## config.mk

```make
export PLATFORM = sky130hd
export DESIGN_NAME = swc_alloc_req_arbiter
export DESIGN_NICKNAME = d
export VERILOG_FILES = /design/src/rtl/swc_alloc_req_arbiter.sv
export SDC_FILE = /design/constraint.sdc
export NUM_CORES = 1
export LEC_CHECK = 0
export ABC_AREA = 1
export CAP_MARGIN = 10
export CORE_MARGIN = 1
export CORE_UTILIZATION = 35
export CTS_CLUSTER_DIAMETER = 150
export DETAILED_ROUTE_END_ITERATION = 8
export PLACE_DENSITY_LB_ADDON = 0.1
export SYNTH_ARGS = -nofsm -noshare
export SYNTH_HDL_FRONTEND = slang
export SYNTH_SLANG_ARGS = --single-unit
```

## constraint.sdc

```tcl
create_clock -name clk_i -period 4.95 [get_ports clk_i]
set_clock_uncertainty 0.15 [all_clocks]
set_input_delay 0.7425 -clock clk_i [delete_from_list [all_inputs] [get_ports clk_i]]
set_output_delay 0.7425 -clock clk_i [all_outputs]
set_load 0.02 [all_outputs]
```

## src/rtl/swc_alloc_req_arbiter.sv

```systemverilog
// ============================================================================
// Module   : swc_alloc_req_arbiter
// Brief    : Round-robin request front end for the switch-core page allocator.
//            Optional statistics counters: define SWC_ALLOC_ARB_STATS_EN.
// Revision : 1.0 - initial release
// ============================================================================
`default_nettype none

module swc_alloc_req_arbiter #(
    parameter int g_num_ports       = 7,
    parameter int g_page_addr_width = 10,
    parameter int g_usecount_width  = 4
) (
    input  logic                                        clk_i,
    input  logic                                        rst_n_i,
    input  logic [g_num_ports-1:0]                      rq_alloc_i,
    input  logic [g_num_ports-1:0]                      rq_free_i,
    input  logic [g_num_ports-1:0]                      rq_force_free_i,
    input  logic [g_num_ports-1:0]                      rq_set_usecnt_i,
    input  logic [g_num_ports*g_page_addr_width-1:0]    rq_pgaddr_i,
    input  logic [g_num_ports*g_usecount_width-1:0]     rq_usecnt_i,
    output logic [g_num_ports-1:0]                      rq_done_o,
    output logic [g_page_addr_width-1:0]                rq_pgaddr_o,
    output logic                                        rq_last_usecnt_o,
    output logic                                        rq_nomem_o,
    output logic                                        alloc_o,
    output logic                                        free_o,
    output logic                                        force_free_o,
    output logic                                        set_usecnt_o,
    output logic [g_page_addr_width-1:0]                pgaddr_o,
    output logic [g_usecount_width-1:0]                 usecnt_o,
    input  logic                                        done_i,
    input  logic [g_page_addr_width-1:0]                pgaddr_i,
    input  logic                                        free_last_usecnt_i,
    input  logic                                        nomem_i
`ifdef SWC_ALLOC_ARB_STATS_EN
    ,
    output logic [31:0]                                 stat_alloc_o,
    output logic [31:0]                                 stat_free_o,
    output logic [31:0]                                 stat_force_free_o,
    output logic [31:0]                                 stat_set_usecnt_o,
    output logic [31:0]                                 stat_nomem_stall_o
`endif
);

    localparam int c_IDX_W = (g_num_ports > 1) ? $clog2(g_num_ports) : 1;
    localparam logic [g_num_ports-1:0] c_ONE = {{(g_num_ports-1){1'b0}}, 1'b1};

    typedef enum logic [1:0] {
        S_IDLE = 2'd0,
        S_BUSY = 2'd1,
        S_RESP = 2'd2
    } t_state;

    t_state                         r_state;
    logic [c_IDX_W-1:0]             r_ptr;
    logic [c_IDX_W-1:0]             r_grant;
    logic                           r_alloc, r_free, r_force_free, r_set_usecnt;
    logic [g_page_addr_width-1:0]   r_pgaddr;
    logic [g_usecount_width-1:0]    r_usecnt;
    logic [g_num_ports-1:0]         r_done;
    logic [g_page_addr_width-1:0]   r_rq_pgaddr;
    logic                           r_last_usecnt;
    logic                           r_nomem;

    logic [g_num_ports-1:0]         w_non_alloc;
    logic [g_num_ports-1:0]         w_elig;
    logic [c_IDX_W-1:0]             w_sel;
    logic [c_IDX_W-1:0]             w_next_ptr;
    logic                           w_found;
    int                             w_idx;
    logic                           w_sel_ff, w_sel_fr, w_sel_su;
    logic [g_page_addr_width-1:0]   w_sel_pg;
    logic [g_usecount_width-1:0]    w_sel_uc;

    // Alloc-only requests are masked while the allocator is out of pages.
    assign w_non_alloc = rq_free_i | rq_force_free_i | rq_set_usecnt_i;
    assign w_elig      = w_non_alloc | (rq_alloc_i & {g_num_ports{~nomem_i}});

    always_comb begin
        w_found = 1'b0;
        w_sel   = '0;
        w_idx   = 0;
        for (int k = 0; k < g_num_ports; k++) begin
            w_idx = int'(r_ptr) + k;
            if (w_idx >= g_num_ports) begin
                w_idx = w_idx - g_num_ports;
            end
            if (!w_found && w_elig[w_idx]) begin
                w_found = 1'b1;
                w_sel   = c_IDX_W'(w_idx);
            end
        end
    end

    assign w_next_ptr = (int'(w_sel) == g_num_ports - 1) ? '0 : w_sel + 1'b1;
    assign w_sel_ff   = rq_force_free_i[w_sel];
    assign w_sel_fr   = rq_free_i[w_sel];
    assign w_sel_su   = rq_set_usecnt_i[w_sel];
    assign w_sel_pg   = rq_pgaddr_i[int'(w_sel)*g_page_addr_width +: g_page_addr_width];
    assign w_sel_uc   = rq_usecnt_i[int'(w_sel)*g_usecount_width +: g_usecount_width];

    always_ff @(posedge clk_i or negedge rst_n_i) begin
        if (!rst_n_i) begin
            r_state       <= S_IDLE;
            r_ptr         <= '0;
            r_grant       <= '0;
            r_alloc       <= 1'b0;
            r_free        <= 1'b0;
            r_force_free  <= 1'b0;
            r_set_usecnt  <= 1'b0;
            r_pgaddr      <= '0;
            r_usecnt      <= '0;
            r_done        <= '0;
            r_rq_pgaddr   <= '0;
            r_last_usecnt <= 1'b0;
            r_nomem       <= 1'b0;
        end else begin
            r_nomem <= nomem_i;
            r_done  <= '0;
            case (r_state)
                S_IDLE: begin
                    if (w_found) begin
                        r_grant      <= w_sel;
                        r_ptr        <= w_next_ptr;
                        r_pgaddr     <= w_sel_pg;
                        r_usecnt     <= w_sel_uc;
                        r_force_free <= w_sel_ff;
                        r_free       <= ~w_sel_ff & w_sel_fr;
                        r_set_usecnt <= ~w_sel_ff & ~w_sel_fr & w_sel_su;
                        r_alloc      <= ~w_sel_ff & ~w_sel_fr & ~w_sel_su;
                        r_state      <= S_BUSY;
                    end
                end
                S_BUSY: begin
                    if (done_i) begin
                        r_alloc       <= 1'b0;
                        r_free        <= 1'b0;
                        r_force_free  <= 1'b0;
                        r_set_usecnt  <= 1'b0;
                        r_rq_pgaddr   <= pgaddr_i;
                        r_last_usecnt <= free_last_usecnt_i;
                        r_done        <= c_ONE << r_grant;
                        r_state       <= S_RESP;
                    end
                end
                // Dead cycle lets the requester drop its level request.
                S_RESP:  r_state <= S_IDLE;
                default: r_state <= S_IDLE;
            endcase
        end
    end

    assign alloc_o          = r_alloc;
    assign free_o           = r_free;
    assign force_free_o     = r_force_free;
    assign set_usecnt_o     = r_set_usecnt;
    assign pgaddr_o         = r_pgaddr;
    assign usecnt_o         = r_usecnt;
    assign rq_done_o        = r_done;
    assign rq_pgaddr_o      = r_rq_pgaddr;
    assign rq_last_usecnt_o = r_last_usecnt;
    assign rq_nomem_o       = r_nomem;

`ifdef SWC_ALLOC_ARB_STATS_EN
    logic [31:0] r_stat_alloc, r_stat_free, r_stat_force_free, r_stat_set_usecnt, r_stat_stall;
    logic        w_complete;
    logic        w_stall;

    assign w_complete = (r_state == S_BUSY) && done_i;
    assign w_stall    = (r_state == S_IDLE) && nomem_i && |(rq_alloc_i & ~w_non_alloc);

    always_ff @(posedge clk_i or negedge rst_n_i) begin
        if (!rst_n_i) begin
            r_stat_alloc      <= '0;
            r_stat_free       <= '0;
            r_stat_force_free <= '0;
            r_stat_set_usecnt <= '0;
            r_stat_stall      <= '0;
        end else begin
            if (w_complete && r_alloc)      r_stat_alloc      <= r_stat_alloc + 32'd1;
            if (w_complete && r_free)       r_stat_free       <= r_stat_free + 32'd1;
            if (w_complete && r_force_free) r_stat_force_free <= r_stat_force_free + 32'd1;
            if (w_complete && r_set_usecnt) r_stat_set_usecnt <= r_stat_set_usecnt + 32'd1;
            if (w_stall)                    r_stat_stall      <= r_stat_stall + 32'd1;
        end
    end

    assign stat_alloc_o       = r_stat_alloc;
    assign stat_free_o        = r_stat_free;
    assign stat_force_free_o  = r_stat_force_free;
    assign stat_set_usecnt_o  = r_stat_set_usecnt;
    assign stat_nomem_stall_o = r_stat_stall;
`endif

endmodule

`default_nettype wire

```

==> impl_metrics.xml <==
<?xml version="1.0" encoding="UTF-8"?>
<metrics>
  <group name="run_status">
    <metric name="result_of_the_run" unit="">completed</metric>
  </group>
  <group name="sta">
    <metric name="hold_viol" unit="">0</metric>
    <metric name="slew_headroom" unit="">0.315</metric>
    <metric name="timing.hold.ws" unit="ps">329</metric>
    <metric name="final_period_util" unit="">0.909</metric>
    <metric name="tightest_slew" unit="ps">1030</metric>
    <metric name="worst_slack" unit="ps">451</metric>
    <metric name="f_max" unit="MHz">222</metric>
    <metric name="setup_total_negative_slack" unit="ps">0</metric>
    <metric name="layout_min_cycle_time" unit="ps">4500</metric>
    <metric name="unrepaired_setup_endpoints_after_global_routing" unit="">no</metric>
    <metric name="finalSetupViolCount" unit="">0</metric>
    <metric name="final_max_slew_viol_count" unit="">0</metric>
  </group>
  <group name="route">
    <metric name="remaining_drc_errors" unit="">0</metric>
    <metric name="route.antenna.remaining_nets" unit="">0</metric>
    <metric name="num_vias" unit="">5506</metric>
    <metric name="drtIter0Drc" unit="">410</metric>
    <metric name="wl_per_cell" unit="um">15.3</metric>
    <metric name="drt-vias-per-instance" unit="">5.03</metric>
    <metric name="totalWireLength" unit="um">16800</metric>
    <metric name="first_pass_iters" unit="">5</metric>
  </group>
  <group name="min_path">
    <metric name="min_path_type" unit="">reg2reg</metric>
  </group>
  <group name="cts">
    <metric name="cts_tree" unit="">yes</metric>
    <metric name="postCtsHoldBufs" unit="">0</metric>
    <metric name="clk_root_buffer_cell" unit="">sky130_fd_sc_hd__clkbuf_16</metric>
    <metric name="clock_tree.buffer_depth" unit="">2</metric>
    <metric name="cts_post_setup_buffers_inserted" unit="">0</metric>
    <metric name="cts_buffers" unit="">5</metric>
    <metric name="clk_latency_worst_skew_pair" unit="ps">280</metric>
    <metric name="cts.sinks" unit="">45</metric>
    <metric name="ctsHtreeMaxLevel" unit="">2</metric>
    <metric name="cts.clk_slew.worst_paths" unit="ps">70</metric>
  </group>
  <group name="critical_path">
    <metric name="biggest_fanout_along_the_worst_timing_path" unit="">15</metric>
    <metric name="timing.setup.critical_path_class" unit="">reg2reg</metric>
    <metric name="critPathSlowestCell" unit="">sky130_fd_sc_hd__dfrtp_1</metric>
    <metric name="worst_ep_arrival_time" unit="ps">4580</metric>
    <metric name="critical-path-max-stage-delay" unit="ps">520</metric>
    <metric name="nature_of_the_critical_path_endpoint" unit="">flip-flop</metric>
    <metric name="crit_path_start_kind" unit="">flip-flop</metric>
    <metric name="crit_top_cell" unit="">sky130_fd_sc_hd__nand2_1</metric>
    <metric name="critical_path_required" unit="ps">5030</metric>
  </group>
  <group name="floorplan">
    <metric name="die_width" unit="um">114</metric>
    <metric name="num_io_pins" unit="">178</metric>
    <metric name="die-height" unit="um">114</metric>
    <metric name="rows" unit="">40</metric>
    <metric name="core" unit="um^2">12100</metric>
    <metric name="die_area" unit="um^2">13000</metric>
    <metric name="start_util" unit="">0.362</metric>
  </group>
  <group name="grt">
    <metric name="number_of_antenna_violations_at_the_first_check_in_global_routing" unit="">0</metric>
    <metric name="grt_pass1_wl" unit="um">25800</metric>
    <metric name="first_global_vias" unit="">5032</metric>
    <metric name="groute.usage.overall" unit="">0.257</metric>
    <metric name="total_global_routing_overflow" unit="">0</metric>
    <metric name="grt_start_max_net_pins" unit="">46</metric>
  </group>
  <group name="finish">
    <metric name="nNetsFinal" unit="">1079</metric>
    <metric name="fillers" unit="">1295</metric>
    <metric name="syn_to_final_growth" unit="%">47.3</metric>
    <metric name="mostFrequentLayoutCells" unit="">303 x sky130_fd_sc_hd__nand2_1, 176 x sky130_fd_sc_hd__clkdlybuf4s50_1, 91 x sky130_fd_sc_hd__nand3_1, 72 x sky130_fd_sc_hd__inv_1, 62 x sky130_fd_sc_hd__nor2_1</metric>
    <metric name="layout.cells.most_common" unit="">sky130_fd_sc_hd__nand2_1</metric>
    <metric name="num_antenna_cells" unit="">0</metric>
    <metric name="multi_input_area" unit="um^2">2840</metric>
    <metric name="post_route_cells_drive_above_1_share" unit="">0.0475</metric>
    <metric name="final_cell_count_no_fill" unit="">1095</metric>
    <metric name="storage_cell_area" unit="um^2">1130</metric>
  </group>
  <group name="yosys">
    <metric name="synth_cell_type_count" unit="">36</metric>
    <metric name="ys_seq_elements" unit="">45</metric>
    <metric name="synthesis.area" unit="um^2">4390</metric>
    <metric name="syn-num-nets" unit="">909</metric>
    <metric name="yosysTopAreaCellShare" unit="">0.260</metric>
    <metric name="postSynthAreaPerCell" unit="um^2">5.80</metric>
    <metric name="synth_largest_area_cell" unit="">sky130_fd_sc_hd__nand2_1</metric>
    <metric name="yosys-top-cells-area" unit="">sky130_fd_sc_hd__nand2_1 26%, sky130_fd_sc_hd__dfrtp_1 26%, sky130_fd_sc_hd__nand3_1 10%, sky130_fd_sc_hd__inv_1 6.2%, sky130_fd_sc_hd__nor2_1 5.3%</metric>
    <metric name="synth.yosys.seq_area_share" unit="">0.257</metric>
    <metric name="syn-instance-count" unit="">756</metric>
    <metric name="ys_warn_count" unit="">0</metric>
  </group>
  <group name="placement">
    <metric name="placement.setup.worst_slack" unit="ps">445</metric>
    <metric name="finalWeightedCongestion" unit="">0.969</metric>
    <metric name="placedCellCount" unit="">1087</metric>
    <metric name="placement.io_buffers" unit="">177</metric>
    <metric name="hpwl_dp" unit="um">13700</metric>
  </group>
  <group name="job">
    <metric name="max_cap_violations" unit="">0</metric>
  </group>
</metrics>
## per-stage QoR
step,utilization,cell area [um^2]
after global routing,0.533,6460
after floorplan,-,4390
after detailed placement,0.521,6300
after CTS,0.532,6450
final,0.533,6460
after global placement,0.521,6300
## synthesized netlist by cell type
master                     count
sky130_fd_sc_hd__xnor2_2       1
sky130_fd_sc_hd__nand3_1      91
sky130_fd_sc_hd__o31ai_1       1
sky130_fd_sc_hd__clkbuf_2      1
sky130_fd_sc_hd__nand3b_1      6
sky130_fd_sc_hd__clkbuf_1      4
sky130_fd_sc_hd__o21a_1        2
sky130_fd_sc_hd__a21oi_1      29
sky130_fd_sc_hd__nor2_4        1
sky130_fd_sc_hd__buf_6         1
sky130_fd_sc_hd__nand4_2       1
sky130_fd_sc_hd__a32oi_1       1
sky130_fd_sc_hd__nand4_4       1
sky130_fd_sc_hd__nand3_2       3
sky130_fd_sc_hd__and2_1        1
sky130_fd_sc_hd__or2_2         3
sky130_fd_sc_hd__or2_1         4
sky130_fd_sc_hd__inv_2         7
sky130_fd_sc_hd__xnor2_1       1
sky130_fd_sc_hd__dfrtp_1      45
sky130_fd_sc_hd__nand2_1     304
sky130_fd_sc_hd__o211ai_1     10
sky130_fd_sc_hd__a22oi_1       2
sky130_fd_sc_hd__o21ai_1      20
sky130_fd_sc_hd__nand2_2       6
sky130_fd_sc_hd__buf_1         1
sky130_fd_sc_hd__o21ai_0      30
sky130_fd_sc_hd__ha_1         12
sky130_fd_sc_hd__nor2_2        2
sky130_fd_sc_hd__nand4_1      12
sky130_fd_sc_hd__inv_1        72
sky130_fd_sc_hd__nor2_1       62
sky130_fd_sc_hd__xor2_1        1
sky130_fd_sc_hd__buf_4         5
sky130_fd_sc_hd__nor3_1        1
sky130_fd_sc_hd__buf_2        12
## critical path, delay by kind of cell (launching register included)
kind            cells  cell delay [ps]
buf+inv             4              430
simple gates       18             2640
compound gates      1               90
fa+ha+maj           2              580
flops               1              520
## final timing paths
kind                                         start                 endpoint  slack, ps  cells after the start
min                        pgaddr_o[9]$_DFFE_PN0P_  pgaddr_o[9]$_DFFE_PN0P_        330                      2
min in group asynchronous                  rst_n_i   rq_done_o[4]$_DFF_PN0_        480                      1
max in group asynchronous                  rst_n_i     r_ptr[0]$_DFFE_PN0P_       3530                      1
max reg2reg                   r_ptr[0]$_DFFE_PN0P_  usecnt_o[1]$_DFFE_PN0P_        450                     25
max                           r_ptr[0]$_DFFE_PN0P_  usecnt_o[1]$_DFFE_PN0P_        450                     25
min reg2reg                pgaddr_o[9]$_DFFE_PN0P_  pgaddr_o[9]$_DFFE_PN0P_        330                      2
## area by class of cell
type,count,share of cell area
Sequential cell,45,0.174
Timing Repair Buffer,187,0.285
Clock inverter,2,0.00232
Inverter,79,0.0459
Tap cell,168,0.0325
Clock buffer,6,0.0199
Multi-Input combinational cell,608,0.440
## routing by layer
layer  up-vias  GRT usage  part of all wire  wire length [um]
li1       2771          -                 -                 -
met1      2439      0.357              0.45              7550
met2       264      0.393              0.44              7310
met3        32     0.0643             0.094              1570
met4         0     0.0710             0.021               359
met5         -          0                 0                 0
## registers in the layout, summed over array words and instances (netlist names)
name,cells
r_grant,3
rq_done_o,7
rq_pgaddr_o,10
r_state,2
rq_nomem_o,1
free_o,1
alloc_o,1
set_usecnt_o,1
usecnt_o,4
rq_last_usecnt_o,1
pgaddr_o,10
force_free_o,1
r_ptr,3
## what timing repair did
| action | in CTS | in global routing |
|---|---|---|
| endpoints found under the hold margin | 0 | 0 |
| gates resized for setup | 0 | 3 |
| endpoints found under the setup margin | 0 | 12 |
## logic make-up after synthesis
family	Yosys count	synth area share
buffers and inverters	103	0.0979
AOI/OAI and AO/OA	95	0.118
xor gates and xnor gates	3	0.00771
adders and majority gates	12	0.0342
and+or+nand+nor	498	0.486
DFF	45	0.257
Power is not shown: default switching activity piles up to over one toggle a cycle in this logic, so the estimate is an artifact.
